## src/rtl/timer_pwm_slave_n.sv

```systemverilog
// Prescaled up-counter with double-buffered period/compare, N_CH PWM channels and W1C status.
// Register reads answer one cycle after the strobe; the bus never stalls.
module timer_pwm_slave_n #(
  parameter int CNT_W   = 16,
  parameter int N_CH    = 4,
  parameter int PRESC_W = 8
) (
  input  logic            i_Clk,
  input  logic            i_Rst,
  input  logic            i_WEnable,
  input  logic [31:0]     i_WAddr,
  input  logic [31:0]     i_WData,
  input  logic            i_REnable,
  input  logic [31:0]     i_RAddr,
  output logic [31:0]     o_RData,
  output logic            o_Err,
  output logic            o_Irq,
  output logic [N_CH-1:0] o_Pwm,
  output logic            o_Ovf
);
  localparam int FW = N_CH + 1;

  logic               en, arld;
  logic [PRESC_W-1:0] presc_cfg, presc;
  logic [CNT_W-1:0]   period_sh, period_act, cnt;
  logic [CNT_W-1:0]   cmp_sh  [N_CH];
  logic [CNT_W-1:0]   cmp_act [N_CH];
  logic [FW-1:0]      status, irq_en, flag_set, w1c;
  logic [N_CH-1:0]    ch_en, pol, wr_cmp;
  logic               wr_ok, rd_ok, tick, cnt_wr, wrap;
  logic [31:0]        rd_val;
  logic               unused_wdata;

  assign unused_wdata = ^i_WData;
  assign tick   = en && (presc == presc_cfg);
  assign cnt_wr = i_WEnable && (i_WAddr == 32'd2);
  // A COUNT write pre-empts any tick in the same cycle, so no wrap or compare hit.
  assign wrap   = tick && !cnt_wr && (cnt == period_act);
  assign w1c    = (i_WEnable && (i_WAddr == 32'd3)) ? i_WData[FW-1:0] : '0;
  assign o_Irq  = |(status & irq_en);

  always_comb begin
    wr_ok  = (i_WAddr < 32'd6);
    wr_cmp = '0;
    for (int k = 0; k < N_CH; k++) begin
      if (i_WAddr == 32'(8 + k)) begin
        wr_ok     = 1'b1;
        wr_cmp[k] = 1'b1;
      end
    end
  end

  always_comb begin
    flag_set    = '0;
    flag_set[0] = wrap;
    for (int k = 0; k < N_CH; k++) begin
      flag_set[k+1] = tick && !cnt_wr && (cnt == cmp_act[k]);
    end
  end

  always_comb begin
    rd_val = '0;
    rd_ok  = 1'b1;
    case (i_RAddr)
      32'd0: begin
        rd_val[0]            = en;
        rd_val[1]            = arld;
        rd_val[16 +: PRESC_W] = presc_cfg;
      end
      32'd1: rd_val[CNT_W-1:0] = period_sh;
      32'd2: rd_val[CNT_W-1:0] = cnt;
      32'd3: rd_val[FW-1:0]    = status;
      32'd4: rd_val[FW-1:0]    = irq_en;
      32'd5: begin
        rd_val[N_CH-1:0]  = ch_en;
        rd_val[8 +: N_CH] = pol;
      end
      default: begin
        rd_ok = 1'b0;
        for (int k = 0; k < N_CH; k++) begin
          if (i_RAddr == 32'(8 + k)) begin
            rd_ok              = 1'b1;
            rd_val[CNT_W-1:0]  = cmp_sh[k];
          end
        end
      end
    endcase
  end

  always_ff @(posedge i_Clk) begin
    if (i_Rst) begin
      en <= 1'b0;  arld <= 1'b0;  presc_cfg <= '0;  presc <= '0;
      period_sh <= '0;  period_act <= '0;  cnt <= '0;
      status <= '0;  irq_en <= '0;  ch_en <= '0;  pol <= '0;
      o_RData <= '0;  o_Err <= 1'b0;  o_Pwm <= '0;  o_Ovf <= 1'b0;
      for (int k = 0; k < N_CH; k++) begin
        cmp_sh[k]  <= '0;
        cmp_act[k] <= '0;
      end
    end else begin
      if (i_WEnable) begin
        o_Err <= !wr_ok;
      end else if (i_REnable) begin
        o_Err <= !rd_ok;
        if (rd_ok) o_RData <= rd_val;
      end

      if (cnt_wr) begin
        cnt   <= i_WData[CNT_W-1:0];
        presc <= '0;
      end else if (!en) begin
        presc <= '0;
      end else begin
        presc <= tick ? '0 : presc + PRESC_W'(1);
        if (wrap)      cnt <= '0;
        else if (tick) cnt <= cnt + CNT_W'(1);
      end

      // Idle timers track the shadows; running timers only reload at the wrap.
      if (!en || wrap) begin
        period_act <= period_sh;
        for (int k = 0; k < N_CH; k++) cmp_act[k] <= cmp_sh[k];
      end
      if (wrap && !arld) en <= 1'b0;

      o_Ovf  <= wrap;
      status <= (status & ~w1c) | flag_set;
      for (int k = 0; k < N_CH; k++) begin
        o_Pwm[k] <= (ch_en[k] && (cnt < cmp_act[k])) ^ pol[k];
      end

      if (i_WEnable) begin
        case (i_WAddr)
          32'd0: begin
            en        <= i_WData[0];
            arld      <= i_WData[1];
            presc_cfg <= i_WData[16 +: PRESC_W];
          end
          32'd1: period_sh <= i_WData[CNT_W-1:0];
          32'd4: irq_en    <= i_WData[FW-1:0];
          32'd5: begin
            ch_en <= i_WData[N_CH-1:0];
            pol   <= i_WData[8 +: N_CH];
          end
          default: ;
        endcase
        for (int k = 0; k < N_CH; k++) begin
          if (wr_cmp[k]) cmp_sh[k] <= i_WData[CNT_W-1:0];
        end
      end
    end
  end
endmodule

```

## config.mk

```make
export PLATFORM = sky130hd
export DESIGN_NAME = timer_pwm_slave_n
export DESIGN_NICKNAME = d
export VERILOG_FILES = /design/src/rtl/timer_pwm_slave_n.sv
export SDC_FILE = /design/constraint.sdc
export NUM_CORES = 1
export LEC_CHECK = 0
export CAP_MARGIN = 20
export CORE_ASPECT_RATIO = 0.7
export CORE_MARGIN = 5
export CORE_UTILIZATION = 30
export CTS_BUF_LIST = sky130_fd_sc_hd__clkbuf_8
export CTS_CLUSTER_SIZE = 40
export DETAILED_ROUTE_END_ITERATION = 6
export PLACE_DENSITY_LB_ADDON = 0.2
export SLEW_MARGIN = 20
export SYNTH_ARGS = -nofsm -noshare
export SYNTH_HDL_FRONTEND = slang
export SYNTH_SLANG_ARGS = --single-unit
```

## constraint.sdc

```tcl
create_clock -name i_Clk -period 3.25 [get_ports i_Clk]
set_input_delay 0.4875 -clock i_Clk [delete_from_list [all_inputs] [get_ports i_Clk]]
set_output_delay 0.4875 -clock i_Clk [all_outputs]
set_load 0.03 [all_outputs]
```

==> impl_metrics.tcl <==
set metrics [dict create \
    num_rows 62 \
    cts_resized 0 \
    ys.warnings.count 0 \
    r2r-end "cmp_act[1][13]" \
    powerDensity_nw_per_um2 427 \
    gr-total-overflow 0 \
    ys_seq_area_frac 0.491 \
    r2r_cells 7 \
    worst_slew_pin_slew_ns 0.763 \
    die_x_um 254 \
    fin_skew_ns 0.0198 \
    layout.cells.non_filler 1955 \
    yosysMostFrequentCell "edfxtp_1" \
    final_area_um2 15300 \
    num-nets-final 1544 \
    vias_per_cell 5.12 \
    synth-seq-cells 242 \
    cp-endpoint "cmp_act[1][13]" \
    seq_area_um2 6130 \
    ioPinCount 139 \
    total_power_w 0.00654 \
    area_delta_synth_final_pct 22.7 \
    grt_first_pass_wirelength_um 61900 \
    htreeDepth 2 \
    hpwl_um 31000 \
    maxCapViolCount 0 \
    yosys-top-cells-count "edfxtp_1, and2_1, dfxtp_1" \
    clk_latency_ns 0.57 \
    period_needed_ns 3.02 \
    synth-edff-count 128 \
    synth_top_cell_area_share 0.308 \
    peakVddDrop_mv 0.222 \
    tritoncts "built" \
    outcome "completed" \
    synth.area.top_cells "edfxtp_1, dfxtp_1, ha_1" \
    post-cts-setup-buffers 0 \
    syn_area_um2 12500 \
    async_flop_share 0 \
    drcViolationCount 0 \
    critical_path_class "reg2reg" \
    coreArea_um2 41000 \
    gp_congestion 0.922 \
    dp.cells 1879 \
    arrival_ns 3.45 \
    initial_core_util 0.304 \
    timing.final.crit_share 0.929 \
    tns_ns 0 \
    dpl_cell_area_um2 14500 \
    clock-root-buffer "clkbuf_8" \
    clkTransAtPathRegs_ns 0.06 \
    nFillCells 4122 \
    cts_sinks 242 \
    ctsHoldBuffers 0 \
    timing.fmax_ghz 0.331 \
    die_h_um 181 \
    drt_first_pass_iters 5 \
    diodes 0 \
    rsz0062_at_grt "false" \
    numPortBuffers 122 \
    hp-class "in2reg" \
    synth-main-ff-cell "edfxtp_1" \
    layout-drive-gt1-share 0.108 \
    p_leak_nw 5.76 \
    syn_inst 1223 \
    synth.avg_cell_area_um2 10.2 \
    yosysTopAreaCell "edfxtp_1" \
    antenna_found_initial 1 \
    reg2reg_slack_ns 0.23 \
    start_kind "flip-flop" \
    wl_per_cell_um 21.4 \
    dieArea_um2 45800 \
    slew_headroom 0.486 \
    multi_input_area_um2 5750 \
    drtIter0Drc 824 \
    required_ns 3.68 \
    finalHoldViolations 0 \
    grt_usage 0.178 \
    r2r_start "cnt[7]" \
    end_kind "flip-flop" \
    critPathMaxFanout 64 \
    grt_max_degree 65 \
    numCtsBuffers 41 \
    startpoint "cnt[7]" \
    grt_pass1_vias 9868 \
    totalWireLength_um 41800 \
    final_antenna_net_count 0 \
    synth.distinct_cells 58 \
    setup_viol 0 \
    cts_buffer_depth 3 \
    vias 10000 \
    drv_slew 0 \
]
layer usage:
layer | wire (um) | GRT usage | up-vias
li1 | - | - | 4701
met1 | 20400 | 0.269 | 4903
met2 | 17400 | 0.256 | 354
met3 | 3090 | 0.0437 | 53
met4 | 924 | 0.0442 | 0
met5 | 0 | 0 | -
critical path, stage by stage (launching register included):
cell,delay [ns]
dfxtp_1,0.66
xor2_1,0.15
nor4_2,0.49
nand4_2,0.21
o31a_1,0.39
buf_4,0.17
nor2_8,0.57
and2_1,0.23
metrics by stage:
stage | worst slack, ns | utilization | hold WS, ns
after floorplan | 0.247 | - | 0.444
after global placement | 0.0876 | 0.354 | 0.457
after detailed placement | 0.0342 | 0.354 | 0.462
after CTS | 0.272 | 0.373 | 0.312
after global routing | 0.0850 | 0.373 | 0.350
final | 0.229 | 0.373 | 0.356
sequential cells by signal, summed over array words and instances, names as in the netlist:
name,flops
cmp_act,64
cmp_sh,64
o_RData,24
cnt,16
period_act,16
period_sh,16
presc,8
presc_cfg,8
irq_en,5
status,5
ch_en,4
o_Pwm,4
pol,4
arld,1
en,1
o_Err,1
o_Ovf,1
cell usage in the layout (no fill, tap or decap), types with 6 or more instances in the layout:
master and instances:
edfxtp_1 128, nor4_2 6, clkbuf_8 47, inv_1 88, nand3_1 47, nor3_1 22
and3_1 6, mux2_2 7, clkinv_2 6, nor2_1 112, xnor2_1 10, a21o_1 10
conb_1 8, clkdlybuf4s50_1 120, mux2i_1 30, mux4_2 16, and2_1 116, nor4_1 31
xor2_1 21, a311oi_1 10, dfxtp_1 114, nand4_1 15, a31oi_1 7, a211oi_1 18
a221oi_1 7, nor2b_1 10, a22oi_1 25, o21ai_0 28, nand2b_1 10, buf_4 52
a21oi_1 52, ha_1 66, nand2_1 94
logic make-up (layout without fill, tap and decap cells):
family | Yosys count | after routing | synth area share
AO/OA/AOI/OAI | 189 | 189 | 0.101
AND/OR/NAND/NOR | 496 | 496 | 0.208
buffers and inverters | 145 | 326 | 0.0527
flip-flops | 242 | 242 | 0.491
adder cells (fa/ha/maj) | 66 | 66 | 0.0662
other | 1 | 8 | 0.000301
XOR/XNOR | 31 | 31 | 0.0218
multiplexers | 53 | 53 | 0.0593
final cells by class:
type	count	area share
clock inverters	29	0.00956
inverters	72	0.0176
repair buffers	178	0.111
clock buffers	47	0.0422
flip-flops and latches	242	0.400
well taps	544	0.0444
multi-input cells	843	0.375
how the worst min path moves through the flow:
| stage | start | end | slack (ns) | cells past startpoint |
|---|---|---|---|---|
| finish | i_Rst | ch_en[1] | 0.36 | 2 |
| global route | i_Rst | ch_en[0] | 0.35 | 2 |
| CTS | i_Rst | ch_en[1] | 0.31 | 2 |
| detailed placement | period_sh[7] | period_sh[7] | 0.46 | 2 |
| global placement | period_sh[12] | period_sh[12] | 0.46 | 2 |
| floorplan | period_sh[1] | period_sh[1] | 0.44 | 2 |
power breakdown:
group | switching, W | internal [W] | total [W]
Combinational | 0.000280 | 0.000223 | 0.000503
Clock | 0.00130 | 0.00140 | 0.00271
Sequential | 0.0000349 | 0.00330 | 0.00333
Total | 0.00162 | 0.00492 | 0.00654
Note: power is estimated with default switching activity, not from simulation.
==> RTL edit 1, RTL diff (config.mk and constraints unchanged) <==
The output `o_Ovf` loses its register stage (`o_Ovf` becomes a continuous assignment).
--- a/src/rtl/timer_pwm_slave_n.sv
+++ b/src/rtl/timer_pwm_slave_n.sv
@@ -94,3 +94,3 @@
       status <= '0;  irq_en <= '0;  ch_en <= '0;  pol <= '0;
-      o_RData <= '0;  o_Err <= 1'b0;  o_Pwm <= '0;  o_Ovf <= 1'b0;
+      o_RData <= '0;  o_Err <= 1'b0;  o_Pwm <= '0;  
       for (int k = 0; k < N_CH; k++) begin
@@ -125,3 +125,2 @@
 
-      o_Ovf  <= wrap;
       status <= (status & ~w1c) | flag_set;
@@ -152,2 +151,4 @@
   end
+
+  assign o_Ovf = wrap;
 endmodule
Function: changed (a bounded check fails within 4 cycles, from zero or initial values and one cycle with i_Rst high).
==> RTL edit 1 against the unedited design <==
Total power rose by 0.11%; routed wire length fell by 1.7%; area after synthesis fell by 3.0%; highest routed layer unchanged; sequential cell count fell by 1; largest power group unchanged; sequential power barely moved; setup slack got worse by 0.0045 ns; worst hold slack improved by 0.050 ns; design area fell by 0.32%; die area fell by 2.9%.
==> RTL edit 1: results (changes against the unedited design) <==
top cell family by delay on the critical path=simple AND/OR/NAND/NOR gates; hpwl dp=29.4 mm (-5.1%); reg-to-reg startpoint=cnt[14]; outcome=finished, final reports clean; layout cell share with drive strength beyond 1=0.122 (+0.0137); Final ANT Viol Nets=0 (unchanged); Pleak=5.85 nW (+1.5%); average wire per standard cell=21.8 um (+1.9%); Tightest Hold Check Type=in2reg; Synth area leaders=edfxtp_1, dfxtp_1, ha_1; vias in the first global route=9140 (-7.4%); CTS Buf Count=41 (unchanged); GRT Util Overall=0.180 (+0.00168); Post-Place Worst Slack=0.162 ns (+0.128 ns); Reg2Reg Depth=9 (+2); Post-CTS Setup Bufs=0 (unchanged); Synth cell types=60 (+3.4%); post-CTS sizing=0 (unchanged); post-synthesis async set-or-reset flop share=0 (unchanged); dpl cell area=14400 um2 (-0.51%); Slowest cell on crit path=dfxtp_1; global-route wire length before repair=59.9 mm (-3.2%); reg2reg end=o_Pwm[1]; clk slew on worst S/H paths=0.06 ns (about the same); initial antenna violation count=0 (-1); Nets=1484 (-3.9%); slew at the pin closest to its max-slew limit=0.908 ns (+0.144 ns); Worst path max stage delay=0.43 ns (-0.23 ns); # fillers=3913 (-5.1%); Iter 0 DRT Violations=1005 (+22%); WP data arrival=2.54 ns (-0.91 ns); Post-synth top cells=and2_1, edfxtp_1, dfxtp_1; biggest regs=cmp_act (64), cmp_sh (64), o_RData (24); sequential fraction of the synthesis area=0.505 (+0.0136); most used flip-flop cell after synthesis=edfxtp_1; Hold Crit Start=i_Rst; Max IR drop VDD=0.202 mV (-9.0%); DRT Pass-1 Iters=5 (unchanged); Ys Warns=0 (unchanged); reg-to-reg slack, setup=0.53 ns (+0.30 ns); pin count of the biggest net entering global routing=42 (-35%); worst hold slack=0.406 ns (+0.0500 ns); Post-synth EDFFs=128 (unchanged); Min-Delay Path Depth=2 (unchanged); Max FO, Critical Path=10 (-84%); gpl congestion=0.873 (-5.3%); Via-to-Cell Ratio=5.02 (-2.0%); # port buffers=122 (unchanged); Clock Latency Late Sink=0.57 ns (about the same); CTS Root Cell=clkbuf_8; clk_skew=0.0187 ns (-0.00102 ns); Max Buffers Root-to-Sink=3 (unchanged); hold endpoint=ch_en[1]; H-Tree Depth=2 (unchanged)
## RTL edit 1: changes by cell type after synthesis, moves of 10 or more
cell      before  now
and3_1         6   16
nor4_1        32   20
a22oi_1       25    5
a22o_1         2   12
mux2i_1       30   42
nand3_1       47   26
a222oi_1       1   12
a21oi_1       52   30
xnor2_1       10   22
nand2_1       95   64
and2_1       116  129
## RTL edit 1: worst max-delay path by stage
| stage | from | end | slack (ns) |
|---|---|---|---|
| floorplan | i_WAddr[21] | cmp_sh[0][0] | 0.13 |
| global placement | i_RAddr[19] | o_RData[4] | 0.08 |
| detailed placement | i_WEnable | cmp_sh[0][5] | 0.16 |
| CTS | presc[2] | o_Ovf | 0.20 |
| global route | presc[2] | o_Ovf | 0.06 |
| finish | presc[2] | o_Ovf | 0.22 |
## RTL edit 1: kinds of logic (layout without fill, tap and decap cells)
logic type      after synthesis  count (layout)  share of synthesized area
other cells                   1               9                   0.000310
xor+xnor                     40              40                     0.0289
simple gates                428             428                      0.187
compound gates              167             167                     0.0976
flops                       241             241                      0.505
mux                          60              60                     0.0673
buf+inv                     137             341                     0.0462
fa+ha+maj                    66              66                     0.0682
## RTL edit 1: metrics by stage
| stage | std cells | power (mW) |
|---|---|---|
| floorplan | 1147 | 3.59 |
| global placement | 1809 | 3.86 |
| detailed placement | 1810 | 3.87 |
| CTS | 1886 | 6.61 |
| global route | 1886 | 6.80 |
| finish | 1887 | 6.55 |
## RTL edit 1: power breakdown
group	total, mW	switching [mW]	internal [mW]
clock	2.74	1.30	1.44
combinational	0.485	0.267	0.217
sequential	3.32	0.0357	3.28
total	6.55	1.61	4.94
## RTL edit 1: layout make-up
type	count	area [um2]	area share
diodes	1	2.50	0.000164
clock buffers	52	716	0.0469
clock inverters	24	100	0.00656
inverters	75	282	0.0184
multi-input cells	769	5520	0.361
flip-flops and latches	241	6110	0.400
well taps	535	669	0.0439
repair buffers	190	1870	0.123
## RTL edit 1: metal layers
layer / global-route usage / wire (um) / vias to the layer above
met4: 0.0350 / 532 / 0
met2: 0.247 / 16500 / 359
li1: - / - / 4460
met1: 0.281 / 20100 / 4608
met5: 0 / 0 / -
met3: 0.0509 / 3900 / 42
==> RTL edit 2, RTL diff (same settings) <==
Without the edit above. Set the parameter `CNT_W` to 12 (it was 16).
--- a/src/rtl/timer_pwm_slave_n.sv
+++ b/src/rtl/timer_pwm_slave_n.sv
@@ -3,3 +3,3 @@
 module timer_pwm_slave_n #(
-  parameter int CNT_W   = 16,
+  parameter int CNT_W   = 12,
   parameter int N_CH    = 4,
Behaviour: not the same (Yosys sat finds a counterexample within 4 cycles, from zero or initial values and one cycle with i_Rst high).
==> RTL edit 2 against the unedited design <==
Sequential cell count decreased by 48; routed wire length decreased by 24%; design area decreased by 21%; total power decreased by 27%; area after synthesis decreased by 20%; highest routed layer unchanged; maximum frequency increased by 18%; critical path depth increased by 1; setup slack improved by 0.45 ns.
==> RTL edit 2: results (changes against the unedited design) <==
outcome=finished, final reports clean; post-synthesis cell count=970 (-21%); mux share of post-synthesis cell area=0.0651 (+0.00587); sequential fraction of the synthesis area=0.487 (-0.00407); WP data arrival=2.91 ns (-0.54 ns); Tcrit/Tclk final=0.790 (-0.140); met2 Use GR=0.239 (-0.0171); routed length on met1=16.6 mm (-19%); # fillers=3262 (-21%); Reg2Reg Depth=8 (+1); Iter 0 DRT Violations=754 (-8.5%); DRT Pass-1 Iters=6 (+1); Critical Path Source=cnt[1]; Max FO, Critical Path=48 (-25%); # port buffers=114 (-6.6%); Pleak=4.31 nW (-25%); Post-synth top cells=dfxtp_1, edfxtp_1, and2_1, nor2_1, nand2_1; Clock Latency Late Sink=0.48 ns (-0.09 ns); met1 Track Usage GR=0.275 (+0.00598); P_sw=1.17 mW (-28%); H-Tree Depth=4 (+2); clk slew on worst S/H paths=0.10 ns (+0.04 ns); biggest regs=cmp_act (48), cmp_sh (48), o_RData (20); hold endpoint=presc_cfg[0]; layout cell share with drive strength beyond 1=0.0958 (-0.0127); global-route wire length before repair=47.6 mm (-23%); Worst path max stage delay=0.72 ns (+0.06 ns); Post-Place Worst Slack=0.305 ns (+0.270 ns); pin count of the biggest net entering global routing=51 (-22%); Max IR drop VDD=0.249 mV (+12%); Slew HR=0.355 (-0.131); worst hold slack=0.351 ns (-0.00482 ns); Met3 Wirelength=1.99 mm (-35%); most numerous cell in the Yosys netlist=dfxtp_1; Post-synth EDFFs=96 (-25%); initial antenna violation count=0 (-1); placed instance count=1502 (-20%); Max Buffers Root-to-Sink=2 (-1); average wire per standard cell=20.6 um (-3.4%); vias in the first global route=7437 (-25%); Via-to-Cell Ratio=4.97 (-2.9%); hpwl dp=23.9 mm (-23%)
==> RTL edit 2: changes by cell type after synthesis, moves of 16 or more <==
cell      change
xor2_1       -16
and2_1       -39
ha_1         -16
edfxtp_1     -32
nor2_1       -35
nand3_1      -18
dfxtp_1      -16
a22oi_1      -23
nand2_1      -24
==> RTL edit 2: power by group through the flow <==
stage / clock (mW) / sequential [mW] / combinational (mW)
after floorplan: 0 / 2.69 / 0.209
after global placement: 0 / 2.71 / 0.432
after detailed placement: 0 / 2.71 / 0.434
after CTS: 1.72 / 2.65 / 0.435
after global routing: 1.82 / 2.66 / 0.467
final: 1.68 / 2.65 / 0.434
==> RTL edit 2: layout make-up <==
class                      instances  area, um2  share of cell area
clock buffer                      18        248              0.0205
timing repair buffer             152       1500               0.124
inverter                          60        225              0.0186
clock inverter                    14        158              0.0130
tap                              427        534              0.0441
sequential                       194       4840               0.400
multi-input combinational        669       4600               0.380
